### config.mk
export PLATFORM = sky130hd
export DESIGN_NAME = jtag_emu_seq_flat
export DESIGN_NICKNAME = d
export VERILOG_FILES = /design/src/rtl/jtag_emu_seq_if.sv /design/src/rtl/jtag_emu_seq.sv /design/src/flat_wrapper.sv
export SDC_FILE = /design/constraint.sdc
export NUM_CORES = 1
export LEC_CHECK = 0
export CORE_MARGIN = 5
export CORE_UTILIZATION = 45
export DETAILED_ROUTE_END_ITERATION = 10
export DONT_BUFFER_PORTS = 1
export GPL_TIMING_DRIVEN = 0
export PLACE_DENSITY_LB_ADDON = 0.25
export SYNTH_ARGS = -nofsm -noshare
export SYNTH_HDL_FRONTEND = slang
export SYNTH_SLANG_ARGS = --single-unit
### constraint.sdc
create_clock -name clk -period 3.31 [get_ports clk]
set_input_delay 0.331 -clock clk [delete_from_list [all_inputs] [get_ports clk]]
set_output_delay 0.331 -clock clk [all_outputs]
set_load 0.005 [all_outputs]
### src/rtl/jtag_emu_seq_if.sv
// Command/response handshake between the PS register bank and the JTAG TAP sequencer.
// The master side issues scan commands and the slave side (the sequencer) returns TDO.
interface jtag_emu_seq_if;
   logic        cmd_valid_i;
   logic        cmd_ready_o;
   logic        cmd_trst_i;
   logic [4:0]  cmd_len_i;
   logic [31:0] cmd_tms_i;
   logic [31:0] cmd_tdi_i;
   logic        rsp_valid_o;
   logic        rsp_ready_i;
   logic [31:0] rsp_tdo_o;
   logic        busy_o;

   modport master (
      output cmd_valid_i, cmd_trst_i, cmd_len_i, cmd_tms_i, cmd_tdi_i, rsp_ready_i,
      input  cmd_ready_o, rsp_valid_o, rsp_tdo_o, busy_o
   );

   modport slave (
      input  cmd_valid_i, cmd_trst_i, cmd_len_i, cmd_tms_i, cmd_tdi_i, rsp_ready_i,
      output cmd_ready_o, rsp_valid_o, rsp_tdo_o, busy_o
   );
endinterface

### src/rtl/jtag_emu_seq.sv
// JTAG TAP sequencer: turns one scan command of up to 32 bits into TCK/TMS/TDI/TRSTn
// waveforms for the PULPino debug port and returns the TDO bits captured on rising TCK.
module jtag_emu_seq #(
   parameter int unsigned HALF_PERIOD = 4
) (
   input  logic          clk,
   input  logic          rst,
   jtag_emu_seq_if.slave bus,
   output logic          tck_o,
   output logic          tms_o,
   output logic          tdi_o,
   output logic          trstn_o,
   input  logic          tdo_i
);
   localparam int unsigned   PW         = $clog2(HALF_PERIOD + 1);
   localparam logic [PW-1:0] PHASE_LAST = PW'(HALF_PERIOD - 1);

   typedef enum logic [2:0] {StIdle, StLow, StHigh, StTrst, StDone} state_e;

   state_e        r_state, w_state_d;
   logic [PW-1:0] r_phase, w_phase_d;
   logic [4:0]    r_bits, w_bits_d;
   logic [4:0]    r_len, w_len_d;
   logic [31:0]   r_tms, w_tms_d;
   logic [31:0]   r_tdi, w_tdi_d;
   logic [31:0]   r_tdo, w_tdo_d;
   logic          r_tdo_in;
   logic          r_tck;
   logic          r_trstn;
   logic          w_phase_end;

   assign w_phase_end = (r_phase == '0);

   always_comb begin
      w_state_d = r_state;
      w_phase_d = r_phase;
      w_bits_d  = r_bits;
      w_len_d   = r_len;
      w_tms_d   = r_tms;
      w_tdi_d   = r_tdi;
      w_tdo_d   = r_tdo;
      unique case (r_state)
         StIdle: begin
            if (bus.cmd_valid_i) begin
               w_phase_d = PHASE_LAST;
               w_tdo_d   = '0;
               if (bus.cmd_trst_i) begin
                  // Reset pulse is two phase-counter periods long.
                  w_bits_d  = 5'd1;
                  w_state_d = StTrst;
               end else begin
                  w_tms_d   = bus.cmd_tms_i;
                  w_tdi_d   = bus.cmd_tdi_i;
                  w_bits_d  = bus.cmd_len_i;
                  w_len_d   = bus.cmd_len_i;
                  w_state_d = StLow;
               end
            end
         end
         StLow: begin
            if (w_phase_end) begin
               w_phase_d = PHASE_LAST;
               w_state_d = StHigh;
            end else begin
               w_phase_d = r_phase - 1'b1;
            end
         end
         StHigh: begin
            if (w_phase_end) begin
               w_tdo_d   = {r_tdo_in, r_tdo[31:1]};
               w_phase_d = PHASE_LAST;
               if (r_bits == 5'd0) begin
                  w_state_d = StDone;
               end else begin
                  w_bits_d  = r_bits - 5'd1;
                  w_tms_d   = {1'b0, r_tms[31:1]};
                  w_tdi_d   = {1'b0, r_tdi[31:1]};
                  w_state_d = StLow;
               end
            end else begin
               w_phase_d = r_phase - 1'b1;
            end
         end
         StTrst: begin
            if (w_phase_end) begin
               w_phase_d = PHASE_LAST;
               if (r_bits == 5'd0) begin
                  w_state_d = StDone;
               end else begin
                  w_bits_d = r_bits - 5'd1;
               end
            end else begin
               w_phase_d = r_phase - 1'b1;
            end
         end
         StDone: begin
            if (bus.rsp_ready_i) begin
               w_state_d = StIdle;
            end
         end
         default: w_state_d = StIdle;
      endcase
   end

   always_ff @(posedge clk or posedge rst) begin
      if (rst) begin
         r_state  <= StIdle;
         r_phase  <= '0;
         r_bits   <= '0;
         r_len    <= '0;
         r_tms    <= 32'd1;
         r_tdi    <= '0;
         r_tdo    <= '0;
         r_tdo_in <= 1'b0;
         r_tck    <= 1'b0;
         r_trstn  <= 1'b0;
      end else begin
         r_state  <= w_state_d;
         r_phase  <= w_phase_d;
         r_bits   <= w_bits_d;
         r_len    <= w_len_d;
         r_tms    <= w_tms_d;
         r_tdi    <= w_tdi_d;
         r_tdo    <= w_tdo_d;
         r_tdo_in <= tdo_i;
         // Pin drivers are registered from the next state so they change with the state.
         r_tck    <= (w_state_d == StHigh);
         r_trstn  <= (w_state_d != StTrst);
      end
   end

   assign tck_o   = r_tck;
   assign tms_o   = r_tms[0];
   assign tdi_o   = r_tdi[0];
   assign trstn_o = r_trstn;

   assign bus.cmd_ready_o = (r_state == StIdle);
   assign bus.busy_o      = (r_state != StIdle);
   assign bus.rsp_valid_o = (r_state == StDone);
   // TDO enters at the MSB; right-align so bit i is the sample from TCK cycle i.
   assign bus.rsp_tdo_o   = (r_state == StDone) ? (r_tdo >> (5'd31 - r_len)) : 32'd0;
endmodule

### src/flat_wrapper.sv
// flat-port wrapper written by rule: the top's interface ports become plain ports
module jtag_emu_seq_flat 
#(
   parameter int unsigned HALF_PERIOD = 4
)
  (clk, rst, tck_o, tms_o, tdi_o, trstn_o, tdo_i, bus_cmd_valid_i, bus_cmd_trst_i, bus_cmd_len_i, bus_cmd_tms_i, bus_cmd_tdi_i, bus_rsp_ready_i, bus_cmd_ready_o, bus_rsp_valid_o, bus_rsp_tdo_o, bus_busy_o);
  jtag_emu_seq_if bus_i ();
  input  logic clk;
  input  logic rst;
  output logic tck_o;
  output logic tms_o;
  output logic tdi_o;
  output logic trstn_o;
  input  logic tdo_i;
  input wire logic [$bits(bus_i.cmd_valid_i)-1:0] bus_cmd_valid_i;
  input wire logic [$bits(bus_i.cmd_trst_i)-1:0] bus_cmd_trst_i;
  input wire logic [$bits(bus_i.cmd_len_i)-1:0] bus_cmd_len_i;
  input wire logic [$bits(bus_i.cmd_tms_i)-1:0] bus_cmd_tms_i;
  input wire logic [$bits(bus_i.cmd_tdi_i)-1:0] bus_cmd_tdi_i;
  input wire logic [$bits(bus_i.rsp_ready_i)-1:0] bus_rsp_ready_i;
  output wire logic [$bits(bus_i.cmd_ready_o)-1:0] bus_cmd_ready_o;
  output wire logic [$bits(bus_i.rsp_valid_o)-1:0] bus_rsp_valid_o;
  output wire logic [$bits(bus_i.rsp_tdo_o)-1:0] bus_rsp_tdo_o;
  output wire logic [$bits(bus_i.busy_o)-1:0] bus_busy_o;
  assign bus_i.cmd_valid_i = bus_cmd_valid_i;
  assign bus_i.cmd_trst_i = bus_cmd_trst_i;
  assign bus_i.cmd_len_i = bus_cmd_len_i;
  assign bus_i.cmd_tms_i = bus_cmd_tms_i;
  assign bus_i.cmd_tdi_i = bus_cmd_tdi_i;
  assign bus_i.rsp_ready_i = bus_rsp_ready_i;
  assign bus_cmd_ready_o = bus_i.cmd_ready_o;
  assign bus_rsp_valid_o = bus_i.rsp_valid_o;
  assign bus_rsp_tdo_o = bus_i.rsp_tdo_o;
  assign bus_busy_o = bus_i.busy_o;
  jtag_emu_seq #(.HALF_PERIOD(HALF_PERIOD)) u_core (.clk(clk), .rst(rst), .bus(bus_i), .tck_o(tck_o), .tms_o(tms_o), .tdi_o(tdi_o), .trstn_o(trstn_o), .tdo_i(tdo_i));
endmodule
==> impl_results.md, run 1 <==
* Final min period at 2.86 ns
* TNS Setup at 0 ns
* CTS Hold Bufs at 2
* Initial core utilization at a little under half
* HPWL after DPL at around 15000 um
* Die Height at 137 um
* Total power at 0.00680 W
* P_leak at 3.37 nW
* Worst-margin pin slew at 0.931 ns
* TritonCTS Buffers at 17
* Synth Cell Area at 0.00724 mm^2
* Hold path depth at 2
* Commonest non-fill, non-tap cells in the layout: nand2_1, dfrtp_1, o21ai_0, mux2i_1, nor2_1
* CTS tree: done
* Share of post-route cells with drive strength above 1 at 16.3%
* Routed Antenna Nets at 0
* Core area at 0.0158 mm^2
* Synth warnings at 0
* Final-report max-slew violation count at 0
* Via count at 6010
* Final Hold Viols at 0
* Mapped Nets at 849
* Worst hold path type: in2reg
* Final Setup Violations at 0
* PD cells at 831 mW/mm^2
* H-tree depth at 4
* Core Util, Final at a little over 50%
* Fin crit share at just under 90%
* Kind of critical path: reg2out
* Worst Reg-to-Reg Cells at 7
* First-pass GRT wire length at 32700 um
* Diode count at 0
* Largest net degree at the start of global routing at 43
* Initial antenna violation count at 0
* Area growth syn-to-layout at 13.1%
* Final GP Congestion at around 0.94
* Final Skew at 0.00675 ns
* Number of flops mapped to enable cells by yosys at 0
* CTS root buffer: clkbuf_16
* Worst-path fanout max at 10
* WHS at between 0.05 and 0.06 ns
* Async set-reset flop share out of synthesis at 100%
* Cts repair resizes at 0
* Fmax at about 350 MHz
* WP data required at 2.98 ns
* Row count at 46
* Setup crit end kind: output port
* IO buf count at 0
* DIE AREA at 0.0187 mm^2
* # fillers at 1452
* # clock sinks at approximately 120
* Initial DRC Count at 471
* CP arrival at 2.53 ns
* Cell area after placement at approximately 0.0076 mm^2
* GR Overflow Total at 0
* WL per Instance at 19.8 um
* Cell variety after synth at 63
* Ports at approximately 110
* Fin nets at 873
* Sequential share of the synthesized area at 39.8%
* Die Wd at 137 um
* Final instance area at 0.00818 mm^2
* Peak VDD IR at 0.517 mV
* RSZ-0062 raised after global routing: false
* Post-synthesis cell count at 770
* Slew margin rel. at 37.8%
* Clock buffer depth at 2
* Clk slew on worst S/H paths at 0.05 ns
* Ys flop type: dfrtp_1
* Mean area per synthesized cell at about 9.4 um^2
* Max-cap violation count at 0
* Crit path launch type: register
* Routed wire length at 20200 um
* Run status: finished clean
* Number of remaining DRC errors at 0
* Via-to-Cell Ratio at 5.89
* Most common cell after layout, fill and taps aside: nand2_1
* Worst skew pair latency at 0.41 ns
* Total GRT Usage at 22.1%
* Synthesized flop and latch total at about 120
* Vias in the first global route at 6183
* # Post-CTS Setup Buffers at 0
* Pre-antenna DRT Iters at 6
[layer usage]
| metal | global-route usage (%) | wire, um | vias up |
|---|---|---|---|
| met3 | 8.38 | 1980 | 35 |
| met4 | 7.26 | 434 | 0 |
| met2 | 34.5 | 9260 | 261 |
| met5 | 0 | 0 | - |
| met1 | 28.5 | 8530 | 2920 |
| li1 | - | - | 2794 |
[cells by family (layout without fill, tap and decap cells)]
family          after synthesis  in the layout  synth area share [%]
flops                       115            115                  39.8
fa+ha+maj                     4              4                 0.691
simple gates                250            250                  14.8
compound gates              183            183                  14.5
buf+inv                      73            108                  5.84
mux                         145            145                  24.4
[power by group]
part	leakage, nW	internal [W]	switching, W	total, W
combinational	1.60	0.00112	0.00169	0.00281
clock	0.288	0.00124	0.000627	0.00186
sequential	1.48	0.00187	0.000269	0.00214
total	3.37	0.00422	0.00259	0.00680
[synth_stat cells (all sizes together), types with 10 or more instances]
cell type | number | area share (%)
o22ai | 10 | 0.86
mux4 | 22 | 6.8
inv | 11 | 0.67
nand2 | 161 | 8.6
dfrtp | 114 | 39
mux2 | 28 | 4.4
clkbuf | 20 | 1.0
nand3 | 10 | 0.76
o21ai | 113 | 7.8
nor2 | 46 | 2.5
mux2i | 95 | 13
buf | 41 | 4.1
a21oi | 22 | 1.6
[path summary, 6_finish.rpt]
path | slack [ns] | startpoint | endpoint
min | 0.05 | bus_cmd_len_i[0] | u_core.r_len[0]$_DFFE_PP0P_
max in group asynchronous | 2.02 | rst | u_core.r_tdo[17]$_DFFE_PP0P_
min in group asynchronous | 0.61 | rst | u_core.r_tms[25]$_DFFE_PP0P_
min reg2reg | 0.47 | u_core.r_phase[0]$_DFFE_PP0P_ | u_core.r_phase[0]$_DFFE_PP0P_
max reg2reg | 1.09 | u_core.r_phase[0]$_DFFE_PP0P_ | u_core.r_tdo[1]$_DFFE_PP0P_
max | 0.45 | u_core.r_len[1]$_DFFE_PP0P_ | bus_rsp_tdo_o[7]
[metrics by stage]
stage / worst slack (ns) / instances
3_3_place_gp: 0.884 / 986
6_report: 0.446 / 1021
3_5_place_dp: 0.943 / 988
4_1_cts: 0.482 / 1020
2_1_floorplan: 1.37 / 770
5_1_grt: 0.328 / 1021
[area by class of cell]
| type | count | area (um^2) | share of cell area, % |
|---|---|---|---|
| Timing Repair Buffer | 5 | 70.1 | 0.856 |
| Inverter | 12 | 56.3 | 0.688 |
| Tap cell | 216 | 270 | 3.30 |
| Clock inverter | 8 | 128 | 1.56 |
| Clock buffer | 22 | 474 | 5.79 |
| Sequential cell | 115 | 2880 | 35.2 |
| Multi-Input combinational cell | 582 | 3940 | 48.1 |
| Buffer | 61 | 370 | 4.53 |
[sequential cells by signal, indices dropped and copies added, names as in the netlist]
name and count:
u_core.r_tms 32, u_core.r_state 3, u_core.tck_o 1, u_core.r_phase 3, u_core.r_tdi 32, u_core.r_bits 5
u_core.trstn_o 1, u_core.r_tdo_in 1, u_core.r_len 5, u_core.r_tdo 32
[worst max-delay path, cell delays in order, from the launching register on]
cell and delay (ns):
dfrtp_1 0.37, buf_6 0.14, buf_12 0.15, buf_12 0.14, mux2i_1 0.12, mux2i_1 0.26, o22ai_1 0.14, a2111oi_0 0.60
a21o_1 0.18
(Power assumes the default switching activity.)
==> run 2: changes to the inputs <==
Settings changed: PLACE_DENSITY from default to 0.73, PLACE_DENSITY_LB_ADDON 0.25 to default.
==> run 2 against run 1 <==
Compared with the run above:
- sequential power hardly changed
- flip-flop and latch count unchanged
- global-route usage fell by 1.3 points
- first-iteration DRC count decreased by 12%
==> impl_results.md, run 2 (synthesized netlist as in run 1, its figures left out) <==
* Run status: finished clean
* Worst skew pair latency at approximately 0.4 ns
* Total GRT Usage at 20.8%
* GR Util met3 at 7.65%
* Share of post-route cells with drive strength above 1 at 16.5%
* PD cells at around 800 mW/mm^2
* Via count at 6034
* Final Setup Violations at 0
* Worst-margin pin slew at 0.730 ns
* Clk slew on worst S/H paths at ~0.050 ns
* Row count at 46
* RSZ-0062 raised after global routing: false
* Final Hold Viols at 0
* Peak VDD IR at 0.569 mV
* Initial antenna violation count at 0
* CTS root buffer: clkbuf_16
* Area growth syn-to-layout at 12.7%
* P_leak at 3.36 nW
* Final instance area at 0.00816 mm^2
* Fmax at 351 MHz
* Setup crit end kind: output port
* Ports at 114
* Final GP Congestion at ~0.99
* IO buf count at 0
* WP data required at 2.98 ns
* Max-cap violation count at 0
* Cell area after placement at 0.00757 mm^2
* TritonCTS Buffers at 17
* Via-to-Cell Ratio at 5.89
* Initial DRC Count at 415
* CTS tree: done
* Vias in the first global route at between 5k and 6k
* GR Overflow Total at 0
* CTS Hold Bufs at 3
* Worst hold path type: in2reg
* Final min period at 2.85 ns
* Initial core utilization at 45.7%
* Top Registers: u_core.r_tdi: 32 flops, u_core.r_tdo: 32 flops, u_core.r_tms: 32 flops
* # clock sinks at about 120
* # Post-CTS Setup Buffers at 0
* Worst-path fanout max at 10
* Core area at 0.0158 mm^2
* Met2 usage at 30.9%
* Final Skew at 0.0130 ns
* Crit path launch type: register
* Commonest non-fill, non-tap cells in the layout: nand2_1, dfrtp_1, o21ai_0, mux2i_1, nor2_1
* Final-report max-slew violation count at 0
* First-pass GRT wire length at 31000 um
* Slew margin rel. at 50.7%
* WL per Instance at between 15 and 20 um
* HPWL after DPL at 14000 um
* DIE AREA at 0.0187 mm^2
* Most common cell after layout, fill and taps aside: nand2_1
* Die Wd at 137 um
* CP arrival at between 2 and 3 ns
* Diode count at 0
* Cts repair resizes at 0
* Pre-antenna DRT Iters at 7
* Fin crit share at 86.0%
* Met1 Usage GRT at 28.5%
* Routed wire length at 19000 um
* GRT busiest layer: met2
* Die Height at approximately 140 um
* TNS Setup at 0 ns
* Largest net degree at the start of global routing at 38
* Kind of critical path: reg2out
* WHS at 0.0523 ns
* Fin nets at ~900
* Number of remaining DRC errors at 0
* H-tree depth at 4
* Clock buffer depth at 2
* Routed Antenna Nets at 0
## run 2: changes by cell type in the layout (fill, tap and decap cells not counted)
cell       delta
clkbuf_1      +1
bufinv_16     -2
clkinv_2      +4
inv_6         +1
clkinv_4      -2
buf_12        +1
## run 2: metal layers
| metal | part of all wire, % | vias up |
|---|---|---|
| met5 | 0 | - |
| met2 | 44 | 307 |
| li1 | - | 2791 |
| met3 | 10 | 40 |
| met1 | 44 | 2896 |
| met4 | 2.0 | 0 |
## run 2: report_power, final
part	switching (W)	internal [W]
clock network	0.000632	0.00109
registers	0.000274	0.00187
logic	0.00164	0.00112
## run 2: layout make-up
cell class / count / area, um^2
multi-input cells: 582 / 3940
inverters: 12 / 56.3
clock buffers: 23 / 478
clock inverters: 9 / 78.8
repair buffers: 6 / 90.1
well taps: 216 / 270
fillers: 1431 / 7670
plain buffers: 61 / 370
flip-flops and latches: 115 / 2880
## run 2: metrics by stage
| stage | setup WS [ns] | std cells | util (%) | total power [W] |
|---|---|---|---|---|
| floorplan | 1.37 | 770 | - | 0.00428 |
| finish | 0.463 | 1024 | 51.5 | 0.00662 |
| detailed placement | 1.05 | 989 | 47.8 | 0.00490 |
| global placement | 0.927 | 986 | 47.5 | 0.00483 |
| global route | 0.452 | 1024 | 51.5 | 0.00706 |
| CTS | 0.579 | 1024 | 51.5 | 0.00664 |
## run 2: path summary, 6_finish.rpt
check	startpoint	end	slack [ns]	cells past startpoint
max in group asynchronous	rst	u_core.r_tdo[3]$_DFFE_PP0P_	1.90	5
worst min-delay path	bus_cmd_len_i[0]	u_core.r_len[0]$_DFFE_PP0P_	0.05	2
worst max register to register	u_core.r_phase[0]$_DFFE_PP0P_	u_core.r_tms[1]$_DFFE_PP0P_	1.12	9
worst max-delay path	u_core.r_len[1]$_DFFE_PP0P_	bus_rsp_tdo_o[7]	0.46	8
worst min register to register	u_core.r_phase[0]$_DFFE_PP0P_	u_core.r_phase[0]$_DFFE_PP0P_	0.47	1
min in group asynchronous	rst	u_core.r_tdi[1]$_DFFE_PP0P_	0.40	2
## run 2: critical path, stage by stage (launching register included)
cell and delay, ns:
dfrtp_1 0.37, buf_6 0.14, buf_12 0.15, buf_12 0.14, mux2i_1 0.13, mux2i_1 0.24, o22ai_1 0.14, a2111oi_0 0.60
a21o_1 0.17
